--- src/rtl/mem_arbiter_if.sv ---
// Bundle of the fetch, load/store and memory-side signals shared by the arbiter
// and its environment. The arbiter uses the slave view; requesters and memory use master.
interface mem_arbiter_if;
  logic        if_req;
  logic [31:0] if_addr;
  logic        if_ack;
  logic [31:0] if_rdata;

  logic        ls_req;
  logic        ls_we;
  logic [2:0]  ls_funct3;
  logic [31:0] ls_addr;
  logic [31:0] ls_wdata;
  logic        ls_ack;
  logic [31:0] ls_rdata;
  logic        ls_err;

  logic [31:0] mem_addr;
  logic [31:0] mem_value;
  logic [2:0]  mem_funct3;
  logic        mem_read;
  logic        mem_write;
  logic [31:0] mem_data;

  logic        busy;

  modport slave (
    input  if_req, if_addr, ls_req, ls_we, ls_funct3, ls_addr, ls_wdata, mem_data,
    output if_ack, if_rdata, ls_ack, ls_rdata, ls_err,
           mem_addr, mem_value, mem_funct3, mem_read, mem_write, busy
  );

  modport master (
    output if_req, if_addr, ls_req, ls_we, ls_funct3, ls_addr, ls_wdata, mem_data,
    input  if_ack, if_rdata, ls_ack, ls_rdata, ls_err,
           mem_addr, mem_value, mem_funct3, mem_read, mem_write, busy
  );
endinterface

--- src/rtl/mem_arbiter.sv ---
// Round-robin arbiter between instruction fetch and load/store for one memory port.
// Each grant runs IDLE -> ISSUE -> RESP; every output is registered.
module mem_arbiter #(
  parameter int MEMSIZE = 64
) (
  input  logic         clk,
  input  logic         rst,
  mem_arbiter_if.slave bus
);

  typedef enum logic [1:0] {IDLE, ISSUE, RESP} state_t;

  localparam logic [31:0] ADDR_LIMIT = 32'(MEMSIZE);

  state_t      state_q, state_d;
  logic        last_ls_q, last_ls_d;
  logic        owner_ls_q, owner_ls_d;
  logic        rd_q, rd_d;
  logic        err_q, err_d;

  logic [31:0] mem_addr_q, mem_addr_d;
  logic [31:0] mem_value_q, mem_value_d;
  logic [2:0]  mem_funct3_q, mem_funct3_d;
  logic        mem_read_q, mem_read_d;
  logic        mem_write_q, mem_write_d;
  logic        if_ack_q, if_ack_d;
  logic [31:0] if_rdata_q, if_rdata_d;
  logic        ls_ack_q, ls_ack_d;
  logic [31:0] ls_rdata_q, ls_rdata_d;
  logic        ls_err_q, ls_err_d;
  logic        busy_q, busy_d;

  logic if_in_range;
  logic ls_in_range;
  logic ls_size_ok;
  logic ls_legal;

  // Loads reject funct3 3, 6 and 7; stores accept only byte, half and word.
  assign if_in_range = bus.if_addr < ADDR_LIMIT;
  assign ls_in_range = bus.ls_addr < ADDR_LIMIT;
  assign ls_size_ok  = bus.ls_we ? (bus.ls_funct3 <= 3'd2)
                                 : !((bus.ls_funct3 == 3'd3) || (bus.ls_funct3[2:1] == 2'b11));
  assign ls_legal    = ls_in_range && ls_size_ok;

  always_comb begin
    state_d      = state_q;
    last_ls_d    = last_ls_q;
    owner_ls_d   = owner_ls_q;
    rd_d         = rd_q;
    err_d        = err_q;
    mem_addr_d   = '0;
    mem_value_d  = '0;
    mem_funct3_d = '0;
    mem_read_d   = 1'b0;
    mem_write_d  = 1'b0;
    if_ack_d     = 1'b0;
    if_rdata_d   = '0;
    ls_ack_d     = 1'b0;
    ls_rdata_d   = '0;
    ls_err_d     = 1'b0;
    busy_d       = 1'b0;

    case (state_q)
      IDLE: begin
        // LSU wins when alone, or on a tie when fetch was granted last.
        if (bus.ls_req && (!bus.if_req || !last_ls_q)) begin
          state_d      = ISSUE;
          busy_d       = 1'b1;
          last_ls_d    = 1'b1;
          owner_ls_d   = 1'b1;
          rd_d         = ls_legal && !bus.ls_we;
          err_d        = !ls_legal;
          mem_addr_d   = bus.ls_addr;
          mem_value_d  = bus.ls_wdata;
          mem_funct3_d = bus.ls_funct3;
          mem_read_d   = ls_legal && !bus.ls_we;
          mem_write_d  = ls_legal && bus.ls_we;
        end else if (bus.if_req) begin
          state_d      = ISSUE;
          busy_d       = 1'b1;
          last_ls_d    = 1'b0;
          owner_ls_d   = 1'b0;
          rd_d         = if_in_range;
          err_d        = 1'b0;
          mem_addr_d   = bus.if_addr;
          mem_funct3_d = 3'd2;
          mem_read_d   = if_in_range;
        end
      end
      ISSUE: begin
        state_d = RESP;
        busy_d  = 1'b1;
      end
      RESP: begin
        // Memory data for the ISSUE-cycle strobe is valid during this cycle.
        state_d = IDLE;
        if (owner_ls_q) begin
          ls_ack_d   = 1'b1;
          ls_err_d   = err_q;
          ls_rdata_d = rd_q ? bus.mem_data : '0;
        end else begin
          if_ack_d   = 1'b1;
          if_rdata_d = rd_q ? bus.mem_data : '0;
        end
      end
      default: state_d = IDLE;
    endcase
  end

  always_ff @(posedge clk or posedge rst) begin
    if (rst) begin
      state_q      <= IDLE;
      last_ls_q    <= 1'b0;
      owner_ls_q   <= 1'b0;
      rd_q         <= 1'b0;
      err_q        <= 1'b0;
      mem_addr_q   <= '0;
      mem_value_q  <= '0;
      mem_funct3_q <= '0;
      mem_read_q   <= 1'b0;
      mem_write_q  <= 1'b0;
      if_ack_q     <= 1'b0;
      if_rdata_q   <= '0;
      ls_ack_q     <= 1'b0;
      ls_rdata_q   <= '0;
      ls_err_q     <= 1'b0;
      busy_q       <= 1'b0;
    end else begin
      state_q      <= state_d;
      last_ls_q    <= last_ls_d;
      owner_ls_q   <= owner_ls_d;
      rd_q         <= rd_d;
      err_q        <= err_d;
      mem_addr_q   <= mem_addr_d;
      mem_value_q  <= mem_value_d;
      mem_funct3_q <= mem_funct3_d;
      mem_read_q   <= mem_read_d;
      mem_write_q  <= mem_write_d;
      if_ack_q     <= if_ack_d;
      if_rdata_q   <= if_rdata_d;
      ls_ack_q     <= ls_ack_d;
      ls_rdata_q   <= ls_rdata_d;
      ls_err_q     <= ls_err_d;
      busy_q       <= busy_d;
    end
  end

  assign bus.mem_addr   = mem_addr_q;
  assign bus.mem_value  = mem_value_q;
  assign bus.mem_funct3 = mem_funct3_q;
  assign bus.mem_read   = mem_read_q;
  assign bus.mem_write  = mem_write_q;
  assign bus.if_ack     = if_ack_q;
  assign bus.if_rdata   = if_rdata_q;
  assign bus.ls_ack     = ls_ack_q;
  assign bus.ls_rdata   = ls_rdata_q;
  assign bus.ls_err     = ls_err_q;
  assign bus.busy       = busy_q;

endmodule

--- src/flat_wrapper.sv ---
// flat-port wrapper written by rule: the top's interface ports become plain ports
module mem_arbiter_flat 
#(
  parameter int MEMSIZE = 64
)
  (clk, rst, bus_if_req, bus_if_addr, bus_ls_req, bus_ls_we, bus_ls_funct3, bus_ls_addr, bus_ls_wdata, bus_mem_data, bus_if_ack, bus_if_rdata, bus_ls_ack, bus_ls_rdata, bus_ls_err, bus_mem_addr, bus_mem_value, bus_mem_funct3, bus_mem_read, bus_mem_write, bus_busy);
  mem_arbiter_if bus_i ();
  input  logic clk;
  input  logic rst;
  input wire logic [$bits(bus_i.if_req)-1:0] bus_if_req;
  input wire logic [$bits(bus_i.if_addr)-1:0] bus_if_addr;
  input wire logic [$bits(bus_i.ls_req)-1:0] bus_ls_req;
  input wire logic [$bits(bus_i.ls_we)-1:0] bus_ls_we;
  input wire logic [$bits(bus_i.ls_funct3)-1:0] bus_ls_funct3;
  input wire logic [$bits(bus_i.ls_addr)-1:0] bus_ls_addr;
  input wire logic [$bits(bus_i.ls_wdata)-1:0] bus_ls_wdata;
  input wire logic [$bits(bus_i.mem_data)-1:0] bus_mem_data;
  output wire logic [$bits(bus_i.if_ack)-1:0] bus_if_ack;
  output wire logic [$bits(bus_i.if_rdata)-1:0] bus_if_rdata;
  output wire logic [$bits(bus_i.ls_ack)-1:0] bus_ls_ack;
  output wire logic [$bits(bus_i.ls_rdata)-1:0] bus_ls_rdata;
  output wire logic [$bits(bus_i.ls_err)-1:0] bus_ls_err;
  output wire logic [$bits(bus_i.mem_addr)-1:0] bus_mem_addr;
  output wire logic [$bits(bus_i.mem_value)-1:0] bus_mem_value;
  output wire logic [$bits(bus_i.mem_funct3)-1:0] bus_mem_funct3;
  output wire logic [$bits(bus_i.mem_read)-1:0] bus_mem_read;
  output wire logic [$bits(bus_i.mem_write)-1:0] bus_mem_write;
  output wire logic [$bits(bus_i.busy)-1:0] bus_busy;
  assign bus_i.if_req = bus_if_req;
  assign bus_i.if_addr = bus_if_addr;
  assign bus_i.ls_req = bus_ls_req;
  assign bus_i.ls_we = bus_ls_we;
  assign bus_i.ls_funct3 = bus_ls_funct3;
  assign bus_i.ls_addr = bus_ls_addr;
  assign bus_i.ls_wdata = bus_ls_wdata;
  assign bus_i.mem_data = bus_mem_data;
  assign bus_if_ack = bus_i.if_ack;
  assign bus_if_rdata = bus_i.if_rdata;
  assign bus_ls_ack = bus_i.ls_ack;
  assign bus_ls_rdata = bus_i.ls_rdata;
  assign bus_ls_err = bus_i.ls_err;
  assign bus_mem_addr = bus_i.mem_addr;
  assign bus_mem_value = bus_i.mem_value;
  assign bus_mem_funct3 = bus_i.mem_funct3;
  assign bus_mem_read = bus_i.mem_read;
  assign bus_mem_write = bus_i.mem_write;
  assign bus_busy = bus_i.busy;
  mem_arbiter #(.MEMSIZE(MEMSIZE)) u_core (.clk(clk), .rst(rst), .bus(bus_i));
endmodule
--- config.mk ---
export PLATFORM = sky130hd
export DESIGN_NAME = mem_arbiter_flat
export DESIGN_NICKNAME = d
export VERILOG_FILES = /design/src/rtl/mem_arbiter_if.sv /design/src/rtl/mem_arbiter.sv /design/src/flat_wrapper.sv
export SDC_FILE = /design/constraint.sdc
export NUM_CORES = 1
export LEC_CHECK = 0
export CORE_MARGIN = 10
export CORE_UTILIZATION = 24
export DETAILED_ROUTE_END_ITERATION = 8
export HOLD_SLACK_MARGIN = 0.12
export SYNTH_ARGS = -nofsm -noshare
export SYNTH_HDL_FRONTEND = slang
export SYNTH_SLANG_ARGS = --single-unit
--- constraint.sdc ---
create_clock -name clk -period 6 [get_ports clk]
set_clock_uncertainty 0.2 [all_clocks]
set_input_delay 1.2 -clock clk [delete_from_list [all_inputs] [get_ports clk]]
set_output_delay 1.2 -clock clk [all_outputs]
set_load 0.01 [all_outputs]
==> reports/results.txt, run 1 <==
Synth Area in Compound Gates -> 0.0453
IR drop worst, VDD -> 180 uV
max_cap viols -> 0
die footprint -> 26600 sq um
R2R Setup Slk -> 3.61 ns
Starting Density -> 0.244
hold_sp -> u_core.err_q
fillers -> 1976
main combinational cell family by area after synthesis -> simple AND/OR/NAND/NOR gates
initial antenna violation count -> 0
Worst-Margin Slew -> 1.19 ns
Post-Route WL -> 18400 um
Yosys warnings -> 0
leakage dissipation -> 3.85 nW
RSZ-0062 raised after global routing -> no
post-synth cell types -> 28
core area -> 20200 sq um
Area growth, synth to finish -> 72.8%
Slew Limit Fails -> 0
CTS tree -> built
Die Y -> 163 um
worst slack at placement -> 2.07 ns
type of the worst min-delay path -> flip-flop to flip-flop
vias in the first global route -> 4416
mean number of vias per cell -> 4.22
register clock-pin slew on the reported worst setup and hold paths -> 0.06 ns
first-pass GRT wire length -> 27200 um
period utilisation layout -> 0.568
crit end category -> flip-flop
Post-Synth Adder-Cell Area -> 0
commonest non-fill, non-tap cell in the layout -> clkdlybuf4s50_1
final net count -> 847
setup tns final -> 0 ns
clock buffer depth -> 2
Post-Syn Instances -> 442
Syn Nets -> 578
Crit Path Class -> input pin to flip-flop
Netlist Area Pre-Place -> 4920 sq um
boundary pin count -> 273
xor-xnor portion of the synthesized cell area -> 0
Worst Setup Slack, final -> 2.59 ns
status -> finished clean
Simple-Gate Fraction of Synth Area -> 0.205
post-route ant nets -> 0
clk sinks -> 142
RePlAce Congestion -> 0.773
Rel. slew slack -> 0.204
antenna cells -> 0
Worst-Skew Late Latency -> 0.41 ns
TritonCTS Buffers -> 17
total track usage -> 0.135
Avg WL per Cell -> 18.6 um
worst reg2reg endpoint -> u_core.rd_q
drt first-iter violations -> 133
Die X -> 163 um
1st-pass router iterations -> 6
crit path DAT -> 3.54 ns
CTS resizes -> 0
# rows -> 52
root buffer cell -> clkbuf_16
H-tree Lvls -> 4
most frequent cells in the layout -> clkdlybuf4s50_1, dfrtp_1, nand2_1
hold path cells -> 2
R2R Path Start -> u_core.state_q[1]
type of origin of the critical path -> input pin
P per Cell Area -> 365 nW/um^2
CP required -> 6.13 ns
share of cells above drive strength 1 -> 0.0580
Mean Syn Cell Area -> 11.1 sq um
Final Total Pwr -> 3.10 mW
Reg2Reg Depth -> 6
Hold Crit Endpoint -> u_core.bus.ls_err
hold_buf cts -> 0
fmax -> 0.293 GHz
sequential fraction of the synthesis area -> 0.722
maximum number of pins on one net before global-route repair -> 82
Final setup viols -> 0
Vias -> 4190
endpoints failing hold -> 0
min Tclk post-route -> 3.41 ns
post-CTS repair timing setup buffer count -> 0
Seq cells post-synth -> 142
Crit Path Max Fanout -> 37
PortBufs -> 272
grt ovf -> 0
# DRC -> 0
DP Wirelength -> 13800 um
mux share of post-synthesis cell area -> 0
[logic make-up after synthesis]
kind of cell           count (synthesis)
buffers and inverters                 33
AND/OR/NAND/NOR                      226
flip-flops                           142
AO/OA/AOI/OAI                         41
[flip-flops by register name, summed over array words and instances (netlist names)]
name                   flops
u_core.state_q             2
u_core.bus.mem_addr       32
u_core.bus.mem_funct3      3
u_core.bus.busy            1
u_core.bus.mem_read        1
u_core.bus.mem_write       1
u_core.rd_q                1
u_core.bus.ls_rdata       32
u_core.bus.ls_ack          1
u_core.last_ls_q           1
u_core.err_q               1
u_core.bus.ls_err          1
u_core.bus.if_rdata       32
u_core.bus.if_ack          1
u_core.bus.mem_value      32
[power breakdown]
part           switching (mW)  internal [mW]
Sequential             0.0572           1.11
Clock                   0.404          0.620
Combinational           0.492          0.418
Total                   0.953           2.15
[cell type report]
type                       count  area, sq um  area share
multi-input combinational    267         1250       0.147
inverter                       5         23.8     0.00280
clock inverter                11          118      0.0138
sequential                   142         3550       0.418
clock buffer                  21          450      0.0530
timing repair buffer         278         2770       0.326
tap                          270          338      0.0398
[critical path, cell delays in order]
cell	delay, ns
clkdlybuf4s50_1	0.69
a21bo_1	0.96
and4_1	0.35
nand4_1	0.12
a31oi_1	0.19
[worst max-delay path by stage]
stage | startpoint | to | depth (start not counted)
after floorplan | rst | u_core.bus.busy | 1
after global placement | bus_if_req | u_core.rd_q | 5
after detailed placement | bus_if_req | u_core.rd_q | 5
after CTS | bus_if_req | u_core.rd_q | 5
after global routing | bus_if_req | u_core.rd_q | 5
final | bus_if_req | u_core.rd_q | 5
[metrics by stage]
| step | area (sq um) | util | std cells | hold slack [ns] |
|---|---|---|---|---|
| after floorplan | 4920 | - | 442 | 0.260 |
| after global placement | 7930 | 0.393 | 962 | 0.300 |
| after detailed placement | 7930 | 0.393 | 962 | 0.310 |
| after CTS | 8500 | 0.421 | 994 | 0.325 |
| after global routing | 8500 | 0.421 | 994 | 0.355 |
| final | 8500 | 0.421 | 994 | 0.317 |
[routing by layer]
| layer | vias to the layer above | wire, um | GRT usage |
|---|---|---|---|
| li1 | 1980 | - | - |
| met1 | 2005 | 7370 | 0.155 |
| met2 | 196 | 8820 | 0.217 |
| met3 | 9 | 2100 | 0.0722 |
| met4 | 0 | 149 | 0.0332 |
| met5 | - | 0 | 0 |
[synthesized netlist by cell type]
library cell,count,area share
a211oi_1,1,0.0015
a21bo_1,1,0.0020
a21boi_0,1,0.0015
a21o_1,1,0.0015
a21oi_1,33,0.034
a31oi_1,1,0.0013
and3_1,35,0.045
and4_1,1,0.0018
buf_2,3,0.0031
buf_6,1,0.0023
clkbuf_1,24,0.018
dfrtp_1,142,0.72
inv_1,5,0.0038
nand2_1,93,0.071
nand3_1,3,0.0031
nand3b_1,1,0.0015
nand4_1,3,0.0038
nor2_1,72,0.055
nor2b_1,1,0.0013
nor3_1,2,0.0020
nor4_1,11,0.014
o21ai_0,1,0.0010
o21ai_1,1,0.0010
o32ai_1,1,0.0018
or2_2,1,0.0013
or3b_2,1,0.0018
or4_1,1,0.0015
or4_4,1,0.0023
No activity file was read; power rests on OpenSTA's default activity.
==> run 2, diff against run 1 <==
==> constraint.sdc (replaced) <==
create_clock -name clk -period 2.94 [get_ports clk]
set_clock_uncertainty 0.2 [all_clocks]
set_input_delay 0.588 -clock clk [delete_from_list [all_inputs] [get_ports clk]]
set_output_delay 0.588 -clock clk [all_outputs]
set_load 0.01 [all_outputs]
==> run 2 against run 1 <==
- count of clock-buffer cells in the layout fell by 3
- final area rose by 1.1%
- clock power rose by 110%
- sequential share of layout area fell by 0.46 points
- sequential cell count did not move
- worst setup slack got worse by 1.8 ns
- largest power group unchanged
==> reports/results.txt, run 2 (synthesis results as in run 1) <==
Vias -> 4176 (-0.33%)
CP required -> 3.07 ns (-3.06 ns)
final net count -> 855 (+0.94%)
Starting Density -> 0.244 (unchanged)
Die Y -> 163 um (unchanged)
fin util -> 0.426 (+0.00465)
hold_buf cts -> 0 (unchanged)
register clock-pin slew on the reported worst setup and hold paths -> 0.06 ns (about the same)
maximum number of pins on one net before global-route repair -> 58 (-29%)
PortBufs -> 272 (unchanged)
Rel. slew slack -> 0.459 (+0.255)
H-tree Lvls -> 4 (unchanged)
boundary pin count -> 273 (unchanged)
CTS tree -> built
type of origin of the critical path -> input pin
endpoints failing hold -> 0 (unchanged)
total track usage -> 0.136 (+0.000503)
DP Wirelength -> 13800 um (-0.18%)
crit-path max cell delay -> 0.49 ns (-0.47 ns)
1st-pass router iterations -> 4 (-2)
P per Cell Area -> 747 nW/um^2 (+100%)
Die X -> 163 um (unchanged)
fmax -> 0.455 GHz
Crit Path Class -> input pin to flip-flop
initial antenna violation count -> 0 (unchanged)
RePlAce Congestion -> 0.850 (+9.9%)
period utilisation layout -> 0.747
share of cells above drive strength 1 -> 0.0711 (+0.0131)
Area growth, synth to finish -> 74.7%
post-route ant nets -> 0 (unchanged)
status -> finished clean
type of the worst min-delay path -> input pin to async pin
Reg2Reg Depth -> 5 (-1)
crit-path cells -> clkdlybuf4s50_1, a21bo_1, buf_4, and4_1, nand4_1, a31oi_1
crit path DAT -> 2.33 ns (-1.21 ns)
Slew Limit Fails -> 0 (unchanged)
drt first-iter violations -> 149 (+12%)
post-CTS repair timing setup buffer count -> 0 (unchanged)
TritonCTS Buffers -> 17 (unchanged)
max_cap viols -> 0 (unchanged)
min Tclk post-route -> 2.20 ns
most frequent cells in the layout -> clkdlybuf4s50_1, dfrtp_1, nand2_1
Final setup viols -> 0 (unchanged)
clock buffer depth -> 2 (unchanged)
fillers -> 1970 (-0.30%)
# rows -> 52 (unchanged)
leakage dissipation -> 3.90 nW (+1.3%)
die footprint -> 26600 sq um (unchanged)
CTS resizes -> 0 (unchanged)
core area -> 20200 sq um (unchanged)
crit end category -> flip-flop
antenna cells -> 0 (unchanged)
Worst-Margin Slew -> 0.812 ns (-0.382 ns)
Worst-Skew Late Latency -> 0.41 ns (about the same)
setup tns final -> 0 ns (unchanged)
RSZ-0062 raised after global routing -> no
clk sinks -> 142 (unchanged)
Avg WL per Cell -> 18.3 um (-1.5%)
root buffer cell -> clkbuf_16
vias in the first global route -> 4562 (+3.3%)
commonest non-fill, non-tap cell in the layout -> clkdlybuf4s50_1
Crit Path Max Fanout -> 36 (-2.7%)
IR drop worst, VDD -> 347 uV (+93%)
grt ovf -> 0 (unchanged)
Post-Route WL -> 18300 um (-0.76%)
critical path's slowest cell -> clkdlybuf4s50_1
# DRC -> 0 (unchanged)
mean number of vias per cell -> 4.17 (-1.0%)
first-pass GRT wire length -> 27400 um (+0.86%)
[run 2: cell types whose count changed in the layout (fill, tap and decap cells not counted)]
cell,previous run,this run
buf_4,6,12
clkinvlp_4,2,3
clkinv_2,5,4
clkbuf_1,3,0
inv_6,1,3
buf_12,0,2
[run 2: layer usage]
layer	share of wire	up-vias	track usage	wire length, um
li1	-	1992	-	-
met1	0.40	1972	0.153	7340
met2	0.48	194	0.219	8740
met3	0.10	18	0.0672	1910
met4	0.017	0	0.0471	316
met5	0	-	0	0
[run 2: area by class of cell]
cell class	instances	area, sq um	area share
inverters	5	22.5	0.00262
flip-flops and latches	142	3550	0.414
clock inverters	13	139	0.0162
repair buffers	286	2850	0.332
clock buffers	18	439	0.0511
multi-input cells	267	1250	0.145
well taps	270	338	0.0393
[run 2: path summary, 6_finish.rpt]
check	from	end	slack (ns)
worst max-delay path	bus_ls_req	u_core.rd_q	0.74
worst min-delay path	rst	u_core.bus.mem_value[5]	0.23
worst max register to register	u_core.last_ls_q	u_core.rd_q	1.03
worst min register to register	u_core.err_q	u_core.bus.ls_err	0.30
max in group asynchronous	rst	u_core.bus.mem_addr[11]	1.66
min in group clk	u_core.err_q	u_core.bus.ls_err	0.30
[run 2: critical path, delay by kind of cell]
kind | cells | cell delay (ns)
compound gates | 2 | 0.44
buf+inv | 2 | 0.85
simple gates | 2 | 0.42
[run 2: where the power goes]
group          internal (mW)  switching (mW)
logic                  0.884           0.988
registers               2.27           0.145
clock network           1.27           0.856
total                   4.43            1.99
[run 2: through the flow]
stage	setup WS, ns	total power [mW]	instance area, sq um	cells	hold WS, ns
CTS	0.745	6.54	8590	1001	0.209
floorplan	0.375	3.22	4920	442	0.260
global placement	0.354	4.36	8010	970	0.296
detailed placement	0.314	4.37	8010	970	0.296
global route	0.656	6.80	8590	1001	0.210
finish	0.743	6.42	8590	1001	0.226
==> run 3, diff against run 2 <==
==> constraint.sdc (replaced) <==
create_clock -name clk -period 2.3 [get_ports clk]
set_clock_uncertainty 0.2 [all_clocks]
set_input_delay 0.46 -clock clk [delete_from_list [all_inputs] [get_ports clk]]
set_output_delay 0.46 -clock clk [all_outputs]
set_load 0.01 [all_outputs]
==> run 3 against run 2 <==
- first-iteration DRC count fell by 11%
- global-route usage fell by 0.28 points
- worst setup slack got worse by 0.51 ns
- clock power rose by 34%
- count of clock-buffer cells in the layout rose by 5
- sequential cell count did not move
- final cell count rose by 0.80%
- register-to-register slack got worse by 0.46 ns
- routed wire length fell by 0.85%
- critical endpoint unchanged
==> reports/results.txt, run 3 (synthesis results as in run 1) <==
min Tclk post-route -> 2.07 ns
crit end category -> flip-flop
clk sinks -> 142 (unchanged)
Die X -> 163 um (unchanged)
Vias -> 4171 (-0.12%)
post-route ant nets -> 0 (unchanged)
status -> finished clean
type of origin of the critical path -> input pin
Crit Path Max Fanout -> 2 (-94%)
root buffer cell -> clkbuf_16
crit path DAT -> 2.20 ns (-0.13 ns)
Worst-Skew Late Latency -> 0.40 ns (about the same)
CTS resizes -> 0 (unchanged)
post-CTS repair timing setup buffer count -> 0 (unchanged)
Crit Path Class -> input pin to flip-flop
grt ovf -> 0 (unchanged)
DP Wirelength -> 13700 um (-0.50%)
mean number of vias per cell -> 4.13 (-0.91%)
die footprint -> 26600 sq um (unchanged)
Clk pwr share -> 0.339 (+0.007)
R2R Path Start -> u_core.last_ls_q
vias in the first global route -> 4518 (-0.96%)
PortBufs -> 272 (unchanged)
# rows -> 52 (unchanged)
clock buffer depth -> 2 (unchanged)
commonest non-fill, non-tap cell in the layout -> clkdlybuf4s50_1
critical path's slowest cell -> or4_4
Area growth, synth to finish -> 78.2%
hold_buf cts -> 0 (unchanged)
Slew Limit Fails -> 0 (unchanged)
share of cells above drive strength 1 -> 0.0785 (+0.00735)
final net count -> 863 (+0.94%)
final std cells w/o fill -> 1009 (+0.80%)
Starting Density -> 0.244 (unchanged)
Avg WL per Cell -> 18.0 um (-1.6%)
Switching Fraction -> 0.296 (-0.0145)
total track usage -> 0.133 (-0.00284)
type of the worst min-delay path -> input pin to async pin
Cell Int Power -> 5.93 mW (+34%)
RSZ-0062 raised after global routing -> no
period utilisation layout -> 0.900
core area -> 20200 sq um (unchanged)
P per Cell Area -> 961 nW/um^2 (+29%)
crit-path leading delay family -> simple AND/OR/NAND/NOR gates
Post-Route WL -> 18100 um (-0.85%)
first-pass GRT wire length -> 27000 um (-1.4%)
endpoints failing hold -> 0 (unchanged)
drt first-iter violations -> 133 (-11%)
TritonCTS Buffers -> 17 (unchanged)
antenna cells -> 0 (unchanged)
crit-path max cell delay -> 0.51 ns (+0.02 ns)
initial antenna violation count -> 1 (+1)
WP buf/inv -> 2 (unchanged)
critical path launch point -> bus_ls_addr[19]
fmax -> 0.483 GHz
NetSw -> 2.49 mW (+25%)
most frequent cells in the layout -> clkdlybuf4s50_1, dfrtp_1, nand2_1
# DRC -> 0 (unchanged)
H-tree Lvls -> 4 (unchanged)
register clock-pin slew on the reported worst setup and hold paths -> 0.06 ns (about the same)
Die Y -> 163 um (unchanged)
CTS tree -> built
placed cells -> 978 (+0.82%)
fin util -> 0.435 (+0.00862)
IR drop worst, VDD -> 439 uV (+27%)
CP required -> 2.43 ns (-0.64 ns)
RePlAce Congestion -> 0.795 (-6.4%)
crit-path cells -> clkdlybuf4s50_1, nor4_1, buf_4, nand4_1, or4_4, a31oi_1
leakage dissipation -> 3.99 nW (+2.2%)
1st-pass router iterations -> 4 (unchanged)
boundary pin count -> 273 (unchanged)
Final setup viols -> 0 (unchanged)
combinational share of power -> 0.299 (+0.007)
Rel. slew slack -> 0.721 (+0.262)
Seq pwr share -> 0.362 (-0.015)
Worst-Margin Slew -> 0.418 ns (-0.394 ns)
max_cap viols -> 0 (unchanged)
maximum number of pins on one net before global-route repair -> 56 (-3.4%)
==> run 3: worst register-to-register path, cell delays in order (launching register included) <==
cell and delay (ns):
dfrtp_1 0.45, or3b_2 0.66, buf_12 0.24, nor2_1 0.12
==> run 3: worst paths after layout <==
check	end	slack, ns	depth (start not counted)
max in group asynchronous	u_core.bus.mem_addr[18]	1.29	3
worst max register to register	u_core.bus.if_rdata[27]	0.57	3
min in group clk	u_core.state_q[1]	0.33	1
worst min-delay path	u_core.bus.mem_value[6]	0.32	3
worst min register to register	u_core.state_q[1]	0.33	1
worst max-delay path	u_core.rd_q	0.23	6
==> run 3: power by group through the flow <==
stage / sequential (mW) / combinational [mW] / clock (mW)
2_1_floorplan: 3.28 / 0.837 / 0
3_3_place_gp: 3.08 / 2.58 / 0
3_5_place_dp: 3.09 / 2.59 / 0
4_1_cts: 3.05 / 2.60 / 2.95
5_1_grt: 3.09 / 2.75 / 3.07
6_report: 3.05 / 2.52 / 2.86
==> run 3: cell type report <==
class / instances / area (sq um)
clock buffer: 23 / 488
clock inverter: 8 / 129
fill: 1954 / 11400
inverter: 5 / 22.5
multi-input combinational: 267 / 1250
sequential: 142 / 3550
tap: 270 / 338
timing repair buffer: 294 / 2990
==> run 3: metal layers <==
| layer | GRT usage | vias up | share of wire |
|---|---|---|---|
| met5 | 0 | - | 0.00072 |
| met4 | 0.0393 | 2 | 0.015 |
| met3 | 0.0725 | 19 | 0.11 |
| met2 | 0.216 | 185 | 0.48 |
| met1 | 0.147 | 1959 | 0.40 |
| li1 | - | 2006 | - |
==> run 3: through the flow <==
step	worst slack (ns)	hold slack, ns	cell area, sq um	power, mW	TNS (ns)
2_1_floorplan	-0.137	0.260	4920	4.11	-19.46
3_3_place_gp	-0.206	0.305	8150	5.66	-0.383
3_5_place_dp	-0.211	0.323	8150	5.68	-0.406
4_1_cts	0.213	0.304	8770	8.60	0
5_1_grt	0.144	0.323	8770	8.92	0
6_report	0.230	0.317	8770	8.42	0
